## config.mk

```make
export PLATFORM = sky130hd
export DESIGN_NAME = stream_fifo_source
export DESIGN_NICKNAME = d
export VERILOG_FILES = /design/src/rtl/stream_fifo_pkg.sv /design/src/rtl/stream_fifo_mem.sv /design/src/rtl/stream_fifo_source.sv
export SDC_FILE = /design/constraint.sdc
export NUM_CORES = 1
export LEC_CHECK = 0
export ABC_CLOCK_PERIOD_IN_PS = 5750
export CORE_MARGIN = 5
export CORE_UTILIZATION = 25
export CTS_BUF_LIST = sky130_fd_sc_hd__clkbuf_8
export DETAILED_ROUTE_END_ITERATION = 10
export DONT_BUFFER_PORTS = 1
export PLACE_DENSITY = 0.39
export SYNTH_ARGS = -nofsm -noshare
export SYNTH_HDL_FRONTEND = slang
export SYNTH_SLANG_ARGS = --single-unit
```

## constraint.sdc

```tcl
create_clock -name clk -period 5.75 [get_ports clk]
set_clock_uncertainty 0.2 [all_clocks]
set_input_delay 1.15 -clock clk [delete_from_list [all_inputs] [get_ports clk]]
set_output_delay 1.15 -clock clk [all_outputs]
set_load 0.005 [all_outputs]
```

## src/rtl/stream_fifo_pkg.sv

```systemverilog
// Shared defaults and helpers for the stream FIFO source buffer.
package stream_fifo_pkg;

    localparam int STREAM_DATA_WIDTH = 8;
    localparam int STREAM_FIFO_DEPTH = 4;

    function automatic int fifo_level_width(input int depth);
        return $clog2(depth) + 1;
    endfunction

endpackage

```

## src/rtl/stream_fifo_mem.sv

```systemverilog
// DEPTH x DATA_WIDTH storage: one write port, one registered read port, no reset.
module stream_fifo_mem #(
    parameter int  DATA_WIDTH = 8,
    parameter int  DEPTH      = 4,
    localparam int ADDR_WIDTH = $clog2(DEPTH)
) (
    input  logic                  clk,
    input  logic                  we,
    input  logic [ADDR_WIDTH-1:0] waddr,
    input  logic [DATA_WIDTH-1:0] wdata,
    input  logic [ADDR_WIDTH-1:0] raddr,
    output logic [DATA_WIDTH-1:0] rdata
);

    logic [DATA_WIDTH-1:0] mem_q [DEPTH];
    logic [DATA_WIDTH-1:0] rdata_q;

    // A read of the slot being written returns the old contents.
    always_ff @(posedge clk) begin
        if (we) begin
            mem_q[waddr] <= wdata;
        end
        rdata_q <= mem_q[raddr];
    end

    assign rdata = rdata_q;

endmodule

```

## src/rtl/stream_fifo_source.sv

```systemverilog
// Valid/ready elastic buffer feeding a stream consumer, with fill level output.
// Optional pop counter (beat_count) enabled by defining STREAM_FIFO_STATS_EN.
module stream_fifo_source
    import stream_fifo_pkg::*;
#(
    parameter int  DATA_WIDTH  = STREAM_DATA_WIDTH,
    parameter int  DEPTH       = STREAM_FIFO_DEPTH,
    localparam int LEVEL_WIDTH = fifo_level_width(DEPTH)
) (
    input  logic                   clk,
    input  logic                   rst,
    input  logic                   flush,
    input  logic                   wr_valid,
    output logic                   wr_ready,
    input  logic [DATA_WIDTH-1:0]  wr_data,
    output logic                   stream_in_valid,
    input  logic                   stream_in_ready,
    output logic [DATA_WIDTH-1:0]  stream_in_data,
    output logic [LEVEL_WIDTH-1:0] level
`ifdef STREAM_FIFO_STATS_EN
    ,
    output logic [31:0]            beat_count
`endif
);

    localparam int PTR_WIDTH = $clog2(DEPTH);

    logic [PTR_WIDTH-1:0]   wr_ptr_q, wr_ptr_d;
    logic [PTR_WIDTH-1:0]   rd_ptr_q, rd_ptr_d;
    logic [LEVEL_WIDTH-1:0] level_q, level_d;
    logic [LEVEL_WIDTH-1:0] level_after_pop;
    logic                   valid_q, valid_d;
    logic                   byp_q, byp_d;
    logic [DATA_WIDTH-1:0]  byp_data_q, byp_data_d;
    logic [DATA_WIDTH-1:0]  mem_rdata;
    logic                   push, pop;

    assign wr_ready = !rst && !flush && (level_q != LEVEL_WIDTH'(DEPTH));
    assign push     = wr_valid && wr_ready;
    assign pop      = valid_q && stream_in_ready && !flush;

    // The memory re-reads the next head every cycle; the bypass register covers
    // the one case where that slot is written on the same edge it becomes head.
    always_comb begin
        wr_ptr_d        = wr_ptr_q;
        rd_ptr_d        = rd_ptr_q;
        level_d         = level_q;
        valid_d         = valid_q;
        byp_d           = byp_q;
        byp_data_d      = byp_data_q;
        level_after_pop = level_q - LEVEL_WIDTH'(pop);
        if (flush) begin
            wr_ptr_d   = '0;
            rd_ptr_d   = '0;
            level_d    = '0;
            valid_d    = 1'b0;
            byp_d      = 1'b1;
            byp_data_d = '0;
        end else begin
            if (push) begin
                wr_ptr_d = wr_ptr_q + PTR_WIDTH'(1);
            end
            if (pop) begin
                rd_ptr_d = rd_ptr_q + PTR_WIDTH'(1);
            end
            level_d = level_after_pop + LEVEL_WIDTH'(push);
            valid_d = (level_d != '0);
            if (push && (level_after_pop == '0)) begin
                byp_d      = 1'b1;
                byp_data_d = wr_data;
            end else if (level_d != '0) begin
                byp_d = 1'b0;
            end
        end
    end

    always_ff @(posedge clk) begin
        if (rst) begin
            wr_ptr_q   <= '0;
            rd_ptr_q   <= '0;
            level_q    <= '0;
            valid_q    <= 1'b0;
            byp_q      <= 1'b1;
            byp_data_q <= '0;
        end else begin
            wr_ptr_q   <= wr_ptr_d;
            rd_ptr_q   <= rd_ptr_d;
            level_q    <= level_d;
            valid_q    <= valid_d;
            byp_q      <= byp_d;
            byp_data_q <= byp_data_d;
        end
    end

    stream_fifo_mem #(
        .DATA_WIDTH (DATA_WIDTH),
        .DEPTH      (DEPTH)
    ) u_mem (
        .clk   (clk),
        .we    (push),
        .waddr (wr_ptr_q),
        .wdata (wr_data),
        .raddr (rd_ptr_d),
        .rdata (mem_rdata)
    );

    assign stream_in_valid = valid_q;
    assign stream_in_data  = byp_q ? byp_data_q : mem_rdata;
    assign level           = level_q;

`ifdef STREAM_FIFO_STATS_EN
    logic [31:0] beat_count_q, beat_count_d;

    always_comb begin
        beat_count_d = beat_count_q + 32'(pop);
    end

    always_ff @(posedge clk) begin
        if (rst) begin
            beat_count_q <= '0;
        end else begin
            beat_count_q <= beat_count_d;
        end
    end

    assign beat_count = beat_count_q;
`endif

endmodule

```

==> results.cfg <==
[floorplanning]
die_h_um = 106.1
num_rows = 35
ios = 26
die_x_um = 106.1
initial_utilization_pct = 25.34
die_area_um2 = 11260
core_area_um2 = 9109

[detailed_routing]
viasPerCell = 4.335
drtAntennaViolNets = 0
routed-via-count = 1205
first_pass_iters = 4
drt_iter0_markers = 21
drc_errors = 0
drt-total-wl_mm = 4.555
routedWlPerCell_um = 16.38

[logic_synthesis]
synth_nets = 176
synth_edf_count = 32
synth-seq-area-share_pct = 63.31
ys_types = 28
ys_ff_latch = 57
synth_flop_cell = edfxtp_1
synthTopCellsByArea = edfxtp_1, dfxtp_1, mux4_1, ha_1, mux2_2
postSynthAreaPerCell_um2 = 14.89
ys_warn_count = 0
yosys.cell_count.top_type = edfxtp_1
synth-async-reset-ratio_pct = 0
synth_top_area_cell = edfxtp_1
synth_top_area_share_pct = 41.63
ys_top_cells_by_count = edfxtp_1, dfxtp_1, inv_1
syn-cell-area_um2 = 2308
netlist_instances = 155

[sta]
relSlewSlack_pct = 30.34
fin_crit_ns = 3.008
setup_violations = 0
finalCritPeriodShare_pct = 52.31
slew_violations = 0
worst_pin_slew_ns = 1.041
fmax_ghz = 0.3325
rsz0062_at_grt = false
fin_tns_setup_ns = 0
hold_viol_final = 0

[finish]
antenna_cells = 0
nNetsFinal = 183
seq_area_um2 = 1461
multi_input_area_um2 = 772.0
n_fill_cell = 933
area_growth_syn_to_layout_pct = 12.85
drive_gt1_share_pct = 14.97

[global_route]
grt_usage_pct = 8.673
antenna_found_initial = 0
grt_pass1_wl_mm = 6.969
grt_pass1_vias = 1291
grt_max_degree = 12
grt.overflow.total = 0

[worst_setup_path]
slowest_stage = or2_2
critPathArrivalTime_ns = 1.66
cp_top_family = simple AND/OR/NAND/NOR gates
crit_path_start_kind = input port
cp_num_cells = 2
r2r_cells = 7
worst-path-max-fanout = 9
crit_chain = or2_2, nor2_1
required_ns = 4.40
crit_type = in -> out
max_stage_delay_ns = 0.35
worstSetupEndpointType = output port
critPathBufInv = 0

[placement]
dp_hpwl_mm = 3.180
port_buffers = 0
gp_congestion = 0.6948

[clocking]
cts_buffers = 9
clkSinkCount = 57
clock-root-buffer = clkbuf_8
clk-insertion-delay-late_ns = 0.32
path_clk_slew_ns = 0.06
htreeDepth = 3
cts-resized-gates = 0
cts_buffer_depth = 2
holdBufCountCts = 0
cts_tree = yes
post_cts_buffers = 0

[power_and_ir_drop]
ir_drop_v = 0.0001498
seqPwrFrac_pct = 55.7
power_switching_share_pct = 19.91
p_leak_nw = 1.086
power_mw = 0.7936
combPwrFrac_pct = 3.2
intPower_mw = 0.6356
p_clk_share_pct = 41.1
cellPowerDensity_nw_per_um2 = 304.6
switchingPower_mw = 0.1580

[min_path]
whs_path_depth = 2
hold_class = reg -> reg

[status]
status = completed

[flow_run]
cap_viol_max_count = 0
==> state kept, by name, summed over array words and instances, names as in the netlist <==
name / count
stream_in_valid: 1
u_mem.mem_q: 32
wr_ptr_q: 2
byp_data_q: 8
rd_ptr_q: 2
level: 3
byp_q: 1
u_mem.rdata: 8
==> power by group through the flow <==
stage,registers (mW),clock network [mW],logic [mW]
2_1_floorplan,0.449,0,0.0223
3_3_place_gp,0.451,0,0.0260
3_5_place_dp,0.451,0,0.0264
4_1_cts,0.443,0.339,0.0265
5_1_grt,0.443,0.355,0.0290
6_report,0.442,0.326,0.0255
==> through the flow <==
step	cells	hold WS (ns)	utilization, %	setup slack, ns	cell area (µm²)
floorplan	155	0.2345	-	2.722	2308
global placement	262	0.2436	26.62	2.632	2425
detailed placement	262	0.2526	26.62	2.605	2425
CTS	278	0.2619	28.60	2.721	2605
global route	278	0.2766	28.60	2.704	2605
finish	278	0.2565	28.60	2.742	2605
==> layout by cell type, fill, tap and decap left out <==
cell,instances
mux2_2,8
a21oi_1,2
or3b_1,1
and2_1,2
inv_1,18
o21ai_0,1
and2b_2,2
ha_1,8
nand2_1,10
o31ai_1,1
a2bb2oi_1,1
or3b_2,1
and3_1,4
mux2i_1,8
dfxtp_1,25
edfxtp_1,32
mux2i_2,1
xor2_1,2
nor3b_1,2
nand3_1,5
or2_2,1
mux4_1,8
nor2_1,9
nand4b_1,1
or4_1,1
clkbuf_8,12
xnor3_1,1
==> kinds of logic after synthesis <==
kind of cell / count (synthesis) / synth area share (%)
mux: 25 / 17.07
flops: 57 / 63.31
fa+ha+maj: 8 / 4.336
simple gates: 39 / 8.943
buf+inv: 18 / 3.252
compound gates: 5 / 1.355
xor+xnor: 3 / 1.734
==> layer usage <==
metal | GRT usage, % | share of wire [%]
met2 | 14.39 | 50
met4 | 3.053 | 0.83
met3 | 4.797 | 6.9
met5 | 0 | 0
met1 | 9.330 | 42
==> layout make-up <==
| type | instances | share of cell area [%] |
|---|---|---|
| multi-input cells | 80 | 29.63 |
| well taps | 111 | 5.331 |
| inverters | 14 | 2.017 |
| clock buffers | 12 | 6.340 |
| flip-flops and latches | 57 | 56.10 |
| clock inverters | 4 | 0.5764 |
==> worst paths after layout <==
kind,from,endpoint,slack (ns)
worst max-delay path,flush,wr_ready,2.74
worst min-delay path,byp_data_q[1]$_SDFFE_PP0P_,byp_data_q[1]$_SDFFE_PP0P_,0.26
worst max register to register,stream_in_valid$_SDFF_PP0_,byp_data_q[7]$_SDFFE_PP0P_,3.39
worst min register to register,byp_data_q[1]$_SDFFE_PP0P_,byp_data_q[1]$_SDFFE_PP0P_,0.26
==> worst min-delay path, cell delays in order, from the launching register on <==
cell	delay, ns
dfxtp_1	0.31
nand2_1	0.05
mux2i_1	0.05
No activity file was read; power rests on OpenSTA's default activity.
